### src/rtl/nano_io_device_if.sv
// Device-select I/O bus, interrupt and rx/tx byte-stream signals of nano_io_device.
// Latency: none, wires only.
// Backpressure: rx_valid/rx_ready and tx_valid/tx_ready, transfer on valid & ready at posedge.
// master = CPU + stream environment, slave = the device.
interface nano_io_device_if;
    logic [3:0] ds;         // device select, F = idle
    logic       rw;         // 1 = write (OTA/OTR), 0 = read (INA)
    logic [7:0] bus_d_in;   // write data from CPU
    logic [7:0] bus_d_out;  // read data / interrupt vector
    logic       bus_d_oe;   // drive enable for bus_d_out
    logic       int_req;    // level interrupt request
    logic       int_ack;    // one-cycle acknowledge
    logic [7:0] rx_data;
    logic       rx_valid;
    logic       rx_ready;
    logic [7:0] tx_data;
    logic       tx_valid;
    logic       tx_ready;

    modport master (
        output ds, rw, bus_d_in, int_ack, rx_data, rx_valid, tx_ready,
        input  bus_d_out, bus_d_oe, int_req, rx_ready, tx_data, tx_valid
    );

    modport slave (
        input  ds, rw, bus_d_in, int_ack, rx_data, rx_valid, tx_ready,
        output bus_d_out, bus_d_oe, int_req, rx_ready, tx_data, tx_valid
    );
endinterface

### src/rtl/nano_io_device.sv
// nano CPU I/O responder: 4-deep rx FIFO, tx holding register, prescaled down-timer, ctrl, irq.
// Latency: read data combinational in the access cycle; side effects commit at the closing edge.
// Backpressure: rx_ready drops when the FIFO is full; tx writes are dropped while tx_valid is high.
// Ports: clk, rst (sync, active-high), bus (nano_io_device_if.slave).
// Registers (offset from BASE): 0 DATA, 1 STATUS, 2 TIMER, 3 CTRL.
module nano_io_device #(
    parameter logic [3:0] BASE    = 4'h0,
    parameter logic [7:0] VEC_RX  = 8'h10,
    parameter logic [7:0] VEC_TMR = 8'h20
) (
    input logic             clk,
    input logic             rst,
    nano_io_device_if.slave bus
);

    // rx FIFO
    logic [7:0] fifo_q [4];
    logic [1:0] wr_ptr_q, wr_ptr_d;
    logic [1:0] rd_ptr_q, rd_ptr_d;
    logic [2:0] cnt_q, cnt_d;

    // tx holding register
    logic [7:0] tx_data_q, tx_data_d;
    logic       tx_valid_q, tx_valid_d;

    // control and timer
    logic [4:0] ctrl_q, ctrl_d;         // [0] rx_ie [1] tmr_ie [2] tmr_run [4:3] prescale
    logic [7:0] tmr_cnt_q, tmr_cnt_d;
    logic [7:0] reload_q, reload_d;
    logic [5:0] presc_q, presc_d;
    logic       tmr_pend_q, tmr_pend_d;
    logic       int_req_q, int_req_d;

    logic       sel, rd_en, wr_en, vec_en;
    logic [1:0] off;
    logic       rx_ne, rx_full, rx_rdy;
    logic       rx_src, tmr_src;
    logic       push, pop, tick;
    logic [5:0] presc_last;
    logic [7:0] rd_data;

    assign sel     = (bus.ds[3:2] == BASE[3:2]) && (bus.ds != 4'hF);
    assign off     = bus.ds[1:0];
    assign rx_ne   = (cnt_q != 3'd0);
    assign rx_full = (cnt_q == 3'd4);
    assign rx_rdy  = !rx_full && !rst;
    assign rx_src  = rx_ne && ctrl_q[0];
    assign tmr_src = tmr_pend_q && ctrl_q[1];

    // The acknowledge vector wins the bus over a coinciding read; that read
    // then has no side effects so a FIFO byte is never lost unseen.
    assign vec_en = bus.int_ack && (rx_src || tmr_src);
    assign rd_en  = sel && !bus.rw && !vec_en;
    assign wr_en  = sel && bus.rw;

    assign pop  = rd_en && (off == 2'd0) && rx_ne;
    assign push = bus.rx_valid && rx_rdy;

    // Prescaler counts 0..N-1; '>=' keeps it ticking if the ratio is
    // lowered while the counter is above the new terminal value.
    always_comb begin
        case (ctrl_q[4:3])
            2'd0:    presc_last = 6'd0;
            2'd1:    presc_last = 6'd3;
            2'd2:    presc_last = 6'd15;
            default: presc_last = 6'd63;
        endcase
    end
    assign tick = ctrl_q[2] && (presc_q >= presc_last);

    always_comb begin
        rd_data = 8'h00;
        case (off)
            2'd0:    rd_data = rx_ne ? fifo_q[rd_ptr_q] : 8'h00;
            2'd1:    rd_data = {tmr_pend_q, rx_ne, tx_valid_q, rx_full, int_req_q, cnt_q};
            2'd2:    rd_data = tmr_cnt_q;
            default: rd_data = {3'b000, ctrl_q};
        endcase
    end

    always_comb begin
        wr_ptr_d   = push ? wr_ptr_q + 2'd1 : wr_ptr_q;
        rd_ptr_d   = pop  ? rd_ptr_q + 2'd1 : rd_ptr_q;
        cnt_d      = cnt_q;
        if (push && !pop) begin
            cnt_d = cnt_q + 3'd1;
        end else if (pop && !push) begin
            cnt_d = cnt_q - 3'd1;
        end

        tx_data_d  = tx_data_q;
        tx_valid_d = tx_valid_q;
        if (tx_valid_q && bus.tx_ready) begin
            tx_valid_d = 1'b0;
        end
        if (wr_en && (off == 2'd0) && !tx_valid_q) begin
            tx_data_d  = bus.bus_d_in;
            tx_valid_d = 1'b1;
        end

        ctrl_d = (wr_en && (off == 2'd3)) ? bus.bus_d_in[4:0] : ctrl_q;

        // Clears first, so an underflow in the same cycle overrides them.
        tmr_pend_d = tmr_pend_q;
        if (vec_en && !rx_src) begin
            tmr_pend_d = 1'b0;
        end
        if (wr_en && (off == 2'd1) && bus.bus_d_in[7]) begin
            tmr_pend_d = 1'b0;
        end

        tmr_cnt_d = tmr_cnt_q;
        reload_d  = reload_q;
        presc_d   = presc_q;
        if (wr_en && (off == 2'd2)) begin
            reload_d  = bus.bus_d_in;
            tmr_cnt_d = bus.bus_d_in;
            presc_d   = 6'd0;
        end else if (ctrl_q[2]) begin
            if (tick) begin
                presc_d = 6'd0;
                if (tmr_cnt_q == 8'd0) begin
                    tmr_cnt_d  = reload_q;
                    tmr_pend_d = 1'b1;
                end else begin
                    tmr_cnt_d = tmr_cnt_q - 8'd1;
                end
            end else begin
                presc_d = presc_q + 6'd1;
            end
        end

        int_req_d = rx_src || tmr_src;
    end

    always_ff @(posedge clk) begin
        if (rst) begin
            for (int i = 0; i < 4; i++) begin
                fifo_q[i] <= 8'h00;
            end
            wr_ptr_q   <= 2'd0;
            rd_ptr_q   <= 2'd0;
            cnt_q      <= 3'd0;
            tx_data_q  <= 8'h00;
            tx_valid_q <= 1'b0;
            ctrl_q     <= 5'd0;
            tmr_cnt_q  <= 8'h00;
            reload_q   <= 8'h00;
            presc_q    <= 6'd0;
            tmr_pend_q <= 1'b0;
            int_req_q  <= 1'b0;
        end else begin
            if (push) begin
                fifo_q[wr_ptr_q] <= bus.rx_data;
            end
            wr_ptr_q   <= wr_ptr_d;
            rd_ptr_q   <= rd_ptr_d;
            cnt_q      <= cnt_d;
            tx_data_q  <= tx_data_d;
            tx_valid_q <= tx_valid_d;
            ctrl_q     <= ctrl_d;
            tmr_cnt_q  <= tmr_cnt_d;
            reload_q   <= reload_d;
            presc_q    <= presc_d;
            tmr_pend_q <= tmr_pend_d;
            int_req_q  <= int_req_d;
        end
    end

    assign bus.bus_d_oe  = !rst && (vec_en || (sel && !bus.rw));
    assign bus.bus_d_out = rst    ? 8'h00 :
                           vec_en ? (rx_src ? VEC_RX : VEC_TMR) :
                           rd_en  ? rd_data : 8'h00;
    assign bus.int_req   = int_req_q;
    assign bus.rx_ready  = rx_rdy;
    assign bus.tx_data   = tx_data_q;
    assign bus.tx_valid  = tx_valid_q;

endmodule
### src/flat_wrapper.sv
// flat-port wrapper written by rule: the top's interface ports become plain ports
module nano_io_device_flat 
#(
    parameter logic [3:0] BASE    = 4'h0,
    parameter logic [7:0] VEC_RX  = 8'h10,
    parameter logic [7:0] VEC_TMR = 8'h20
)
  (clk, rst, bus_ds, bus_rw, bus_bus_d_in, bus_int_ack, bus_rx_data, bus_rx_valid, bus_tx_ready, bus_bus_d_out, bus_bus_d_oe, bus_int_req, bus_rx_ready, bus_tx_data, bus_tx_valid);
  nano_io_device_if bus_i ();
  input logic clk;
  input logic rst;
  input wire logic [$bits(bus_i.ds)-1:0] bus_ds;
  input wire logic [$bits(bus_i.rw)-1:0] bus_rw;
  input wire logic [$bits(bus_i.bus_d_in)-1:0] bus_bus_d_in;
  input wire logic [$bits(bus_i.int_ack)-1:0] bus_int_ack;
  input wire logic [$bits(bus_i.rx_data)-1:0] bus_rx_data;
  input wire logic [$bits(bus_i.rx_valid)-1:0] bus_rx_valid;
  input wire logic [$bits(bus_i.tx_ready)-1:0] bus_tx_ready;
  output wire logic [$bits(bus_i.bus_d_out)-1:0] bus_bus_d_out;
  output wire logic [$bits(bus_i.bus_d_oe)-1:0] bus_bus_d_oe;
  output wire logic [$bits(bus_i.int_req)-1:0] bus_int_req;
  output wire logic [$bits(bus_i.rx_ready)-1:0] bus_rx_ready;
  output wire logic [$bits(bus_i.tx_data)-1:0] bus_tx_data;
  output wire logic [$bits(bus_i.tx_valid)-1:0] bus_tx_valid;
  assign bus_i.ds = bus_ds;
  assign bus_i.rw = bus_rw;
  assign bus_i.bus_d_in = bus_bus_d_in;
  assign bus_i.int_ack = bus_int_ack;
  assign bus_i.rx_data = bus_rx_data;
  assign bus_i.rx_valid = bus_rx_valid;
  assign bus_i.tx_ready = bus_tx_ready;
  assign bus_bus_d_out = bus_i.bus_d_out;
  assign bus_bus_d_oe = bus_i.bus_d_oe;
  assign bus_int_req = bus_i.int_req;
  assign bus_rx_ready = bus_i.rx_ready;
  assign bus_tx_data = bus_i.tx_data;
  assign bus_tx_valid = bus_i.tx_valid;
  nano_io_device #(.BASE(BASE), .VEC_RX(VEC_RX), .VEC_TMR(VEC_TMR)) u_core (.clk(clk), .rst(rst), .bus(bus_i));
endmodule
### config.mk
export PLATFORM = sky130hd
export DESIGN_NAME = nano_io_device_flat
export DESIGN_NICKNAME = d
export VERILOG_FILES = /design/src/rtl/nano_io_device_if.sv /design/src/rtl/nano_io_device.sv /design/src/flat_wrapper.sv
export SDC_FILE = /design/constraint.sdc
export NUM_CORES = 1
export LEC_CHECK = 0
export ABC_AREA = 1
export CAP_MARGIN = 0
export CORE_MARGIN = 1
export CORE_UTILIZATION = 56
export CTS_CLUSTER_SIZE = 40
export DETAILED_ROUTE_END_ITERATION = 16
export PLACE_DENSITY_LB_ADDON = 0.15
export SLEW_MARGIN = 20
export SYNTH_ARGS = -nofsm -noshare
export SYNTH_HDL_FRONTEND = slang
export SYNTH_SLANG_ARGS = --single-unit
export TNS_END_PERCENT = 5
### constraint.sdc
create_clock -name clk -period 2.25 [get_ports clk]
set_input_delay 0.225 -clock clk [delete_from_list [all_inputs] [get_ports clk]]
set_output_delay 0.225 -clock clk [all_outputs]
set_load 0.02 [all_outputs]
== After elaboration in Yosys (flattened, before gate mapping) ==
Memory sizes are Yosys's and may differ from the RTL's. A register that Yosys moved wholly into a read port is not among the register bits.
Index checks and enable logic that the tools add are counted.
Cells by class
  reduce and logical (&&, ||, !) cells: 45
  $add $sub $neg: 6
  eq/ne operators: 7
  mux-type cells: 32
  order comparisons: 1
Operators by type and width (count)
  $mux W8: 9
  $pmux W8 S3: 1
  $logic_and A1 B1 Y1: 23
  $pmux W6 S3: 1
  $mux W1: 14
  $mux W6: 2
  $logic_not A1 Y1: 8
  $logic_not A8 Y1: 1
  $reduce_bool A2 Y1: 4
  $reduce_or A8 Y1: 1
  $sub A8 B1 Y8 const B: 1
  $add A6 B1 Y6 const B: 1
  $eq A2 B2 Y1 const B: 3
  $ge A6 B6 Y1: 1
  $logic_not A2 Y1: 3
  $mux W2: 3
  $mux W3: 2
  $add A2 B1 Y2 const B: 2
  $eq A2 B1 Y1 const B: 2
  $ne A4 B4 Y1 const B: 1
  $add A3 B1 Y3 const B: 1
  $eq A3 B3 Y1 const B: 1
  $reduce_bool A3 Y1: 1
  $sub A3 B1 Y3 const B: 1
  3 further kinds: 4
Word-level totals
  word-level logic and storage cells: 103
  input port bits: 26
  flip-flop bits (word level): 45
  bits in writable memories: 32
  memories kept: 1
Memories
  u_core.fifo_q: depth 4, width 8, rd ports 1, clocked after Yosys merged registers in 1, write ports 4, line nano_io_device.sv:17  | logic [7:0] fifo_q [4];

== Longest topological paths before layout ==
  word-level depth: 11
  depth in mapped cells: 14
  gate-level depth less buffers: 13

== Least setup slack after synthesis ==
OpenSTA, ideal clock, no wires.
  path type: register to register
  start: register u_core.cnt_q[0]
  end: register u_core.cnt_q[2]
  buffers on the path: 1
  slack: -43 ps
  required time: 2128 ps
  arrival time: 2171 ps
  cell stages (with the launch flop): 15
  library setup time: 122 ps
  path through: dfxtp_1 > inv_1 > nand2_2 > inv_2 > a21oi_2 > nand2_1 > buf_2 > inv_1 > ha_1 > inv_1 > fa_1 > a21oi_1 > o21ai_0 > o21ai_0 > a21oi_1
RTL lines
  start, declared: line nano_io_device.sv:20  | logic [2:0] cnt_q, cnt_d;
  start signal, assigned: line nano_io_device.sv:158  | cnt_q <= cnt_d;
  $eq A3 B3 Y1 *: line nano_io_device.sv:45  | assign rx_full = (cnt_q == 3'd4);
  $logic_not A1 Y1 *: line nano_io_device.sv:46  | assign rx_rdy = !rx_full && !rst;
  $logic_and A1 B1 Y1 *: line nano_io_device.sv:46
  via bus_rx_ready: line flat_wrapper.sv:22  | output wire logic [$bits(bus_i.rx_ready)-1:0] bus_rx_ready;
  $logic_and A1 B1 Y1 *: line nano_io_device.sv:57  | assign push = bus.rx_valid && rx_rdy;
  via u_core.push: line nano_io_device.sv:38  | logic push, pop, tick;
  $logic_not A1 Y1: line nano_io_device.sv:87  | end else if (pop && !push) begin
  $logic_and A1 B1 Y1: line nano_io_device.sv:87
  $reduce_bool A2 Y1 (no line)
The timed path passes the listed nets; every way through them passes the cells marked *. The select of a mux whose other input is x is not followed.
A chain may end at the register's enable or synchronous reset.

== Worst setup path after layout ==
  start: register u_core.cnt_q[1]
  end: register u_core.cnt_q[1]
Between the ends
  cells in the longest elaborated chain, start to end: 11
RTL lines
  $reduce_bool A3 Y1: line nano_io_device.sv:44  | assign rx_ne = (cnt_q != 3'd0);
  $logic_and A1 B1 Y1: line nano_io_device.sv:47  | assign rx_src = rx_ne && ctrl_q[0];
  $logic_or A1 B1 Y1: line nano_io_device.sv:52  | assign vec_en = bus.int_ack && (rx_src || tmr_src);
  $logic_and A1 B1 Y1: line nano_io_device.sv:52
  $logic_not A1 Y1: line nano_io_device.sv:53  | assign rd_en = sel && !bus.rw && !vec_en;
  $logic_and A1 B1 Y1: line nano_io_device.sv:53
  $logic_and A1 B1 Y1 (2 in a row): line nano_io_device.sv:56  | assign pop = rd_en && (off == 2'd0) && rx_ne;
  $logic_not A1 Y1: line nano_io_device.sv:85  | if (push && !pop) begin
  $logic_and A1 B1 Y1: line nano_io_device.sv:85
  $mux W3 *: line nano_io_device.sv:85
  via u_core.cnt_d[1]: line nano_io_device.sv:20
Marks and branches as above.

==> reports/metrics.cfg <==
[critical_path]
crit_type = flip-flop to flip-flop
crit_fanout = 5
crit_arrival_ps = 2370
start_kind = flip-flop
end_kind = flip-flop
worst_ep_required_time_ps = 2500

[yosys]
async_reset_ff_frac = 0
synth_top_family_by_area = simple AND/OR/NAND/NOR gates
synth_area_mm2 = 0.00401
synth_xor_area_frac = 0.0153
ys_top_cells_by_count = nor2_1, nand2_1, inv_1
synthSimpleGateAreaFrac = 0.247
synth_fa_ha_area_frac = 0.0300
syn_nets = 531
yosys-top-cells-area = edfxtp_1, dfxtp_1, nor2_1
synth_cell_types = 38
synth_edf_count = 32
synth.avg_cell_area_um2 = 8.08
synth_top_area_cell = edfxtp_1
synthMuxAreaShare = 0
ys_warn_count = 0
synth.most_common_cell = nor2_1
synthCells = 496
ys_seq_area_frac = 0.475
synth.top_cell.area_share = 0.240
synth_compound_area_frac = 0.156
synthFlopType = dfxtp_1
synth_seq_cells = 79

[clocking]
cts.sink_count = 79
cts-root-buf = clkbuf_8
cts_tree = built
numCtsBuffers = 9
clk_latency_ps = 360
clk_pin_slew_ps = 80
hold_buffers = 0
cts_buffer_depth = 2
htreeDepth = 3

[timing]
finalHoldViolCount = 0
finClkSkew_ps = 9.22
finalSetupViolCount = 0
maxSlewViolCount = 0
max_clock_freq_mhz = 471
fin_crit_ps = 2120
finalSetupTns_ps = 0
tightestPinTransition_ps = 420
slew_headroom = 0.719
hold_ws_ps = 468
timing.final.crit_share = 0.944

[grt]
grt_pass1_vias = 3390
antenna_found_initial = 0
track_usage = 0.282
grt_pass1_wl_mm = 15.9
grt_max_degree = 29
grt_overflow = 0

[floorplanning]
start_util = 0.583
core_area_mm2 = 0.00687
die_h_um = 86.6
die_w_um = 86.6
dieArea_mm2 = 0.00750
num_io_pins = 46
rows = 30

[routing]
dr.pass1.iters = 5
drc = 0
avgViaCountPerCell = 5.32
wirelength_mm = 9.93
postRouteAntennaNets = 0
routedWlPerCell_um = 14.8
drt_iter0_markers = 216
num_vias = 3568

[min_path]
min_path_type = flip-flop to flip-flop

[power_and_ir_drop]
swShare = 0.265
intPower_mw = 2.20
p_total_mw = 2.99
p_clk_frac = 0.350
seqPwrFrac = 0.525
irDropWorstVdd_mv = 0.442
switchingPower_mw = 0.792
p_comb_frac = 0.125
pwr_density_cell_mw_per_mm2 = 607
p_leak_nw = 2.08

[final_layout]
area_delta_synth_final_pct = 22.8
layout-drive-gt1-share = 0.163
layout.nets = 605
fill_cells = 555
diodes = 0
postLayoutCoreUtil = 0.717
instances_no_fill = 671
ff_latch_area_mm2 = 0.00191
multi_input_comb_area_mm2 = 0.00181

[placement]
dp_hpwl_mm = 7.28
port_buffers = 45
gp_congestion = 0.851
dp_cells = 653

[job]
cap_violations = 0

[run_status]
status = complete, no violations

power by group through the flow:
stage	Combinational (mW)	Sequential, mW	Clock [mW]
final	0.375	1.57	1.05
after detailed placement	0.366	1.60	0
after global placement	0.355	1.60	0
after CTS	0.368	1.57	1.06
after floorplan	0.203	1.60	0
after global routing	0.408	1.57	1.12
kinds of logic (layout without fill, tap and decap cells):
family / count (synthesis) / after routing
xor+xnor: 7 / 7
compound gates: 112 / 112
fa+ha+maj: 9 / 9
flops: 79 / 79
simple gates: 212 / 212
buf+inv: 77 / 156
layout make-up:
class,count,share of cell area
repair buffers,74,0.127
flip-flops and latches,79,0.387
clock inverters,5,0.00788
well taps,96,0.0244
clock buffers,11,0.0330
multi-input cells,340,0.369
inverters,66,0.0516
cell usage in the layout, fill, tap and decap left out, types with 2 or more instances in the layout:
master / n
clkbuf_2: 8
nand3_1: 16
nand2_2: 6
a211oi_1: 2
edfxtp_1: 32
buf_4: 29
o21ai_0: 38
o22ai_1: 15
inv_1: 58
nand2_1: 77
ha_1: 8
nor2_1: 88
dfxtp_1: 44
o21ai_1: 4
nor2_2: 3
o21ai_2: 2
nand3_2: 2
o211ai_1: 5
nor3_1: 3
nand4_1: 4
clkinvlp_4: 2
a21oi_1: 40
nor2_4: 5
nand3_4: 2
nand2_4: 4
a21oi_2: 2
inv_2: 6
xor2_1: 6
clkinv_4: 2
clkbuf_8: 10
clkdlybuf4s50_1: 36
dfxtp_2: 3
registers in the layout, indices dropped and copies added (netlist names), named ones only:
register             cells
u_core.reload_q          8
u_core.bus.int_req       1
u_core.bus.tx_data       8
u_core.rd_ptr_q          2
u_core.ctrl_q            5
u_core.fifo_q           32
u_core.wr_ptr_q          2
u_core.tmr_cnt_q         8
u_core.tmr_pend_q        1
u_core.presc_q           6
u_core.bus.tx_valid      1
u_core.cnt_q             3
worst max-delay path, cell delays in order (launching register included):
cell	delay [ps]
dfxtp_2	340
inv_1	110
nand2_2	90
nor2_4	190
o22ai_4	110
nand2_4	100
nand3_4	100
ha_1	220
inv_1	100
fa_1	420
o21ai_0	170
a21oi_1	60
worst paths after layout:
kind,start,to,slack (ps),cells after the start
max,u_core.cnt_q[1],u_core.cnt_q[1],130,11
min,u_core.tmr_cnt_q[1],u_core.tmr_cnt_q[1],470,2
max reg2reg,u_core.cnt_q[1],u_core.cnt_q[1],130,11
min reg2reg,u_core.tmr_cnt_q[1],u_core.tmr_cnt_q[1],470,2
per-layer routing:
metal	up-vias	wire, um	global-route usage
li1	1788	-	-
met1	1612	4550	0.386
met2	149	4440	0.439
met3	19	748	0.0505
met4	0	197	0.126
met5	-	0	0
through the flow:
stage	setup slack [ps]	area [um2]
2_1_floorplan	47.1	4020
5_1_grt	-0.883	4920
3_5_place_dp	-152	4730
3_3_place_gp	-143	4730
6_report	126	4920
4_1_cts	-1.03	4920
what timing repair did:
item,4_1_cts,5_1_grt
buffers inserted,0,2
resized for setup,11,22
endpoints found under the hold margin,0,0
cloned,0,0
endpoints found under the setup margin,9,10
Note: power is estimated with default switching activity, not from simulation.
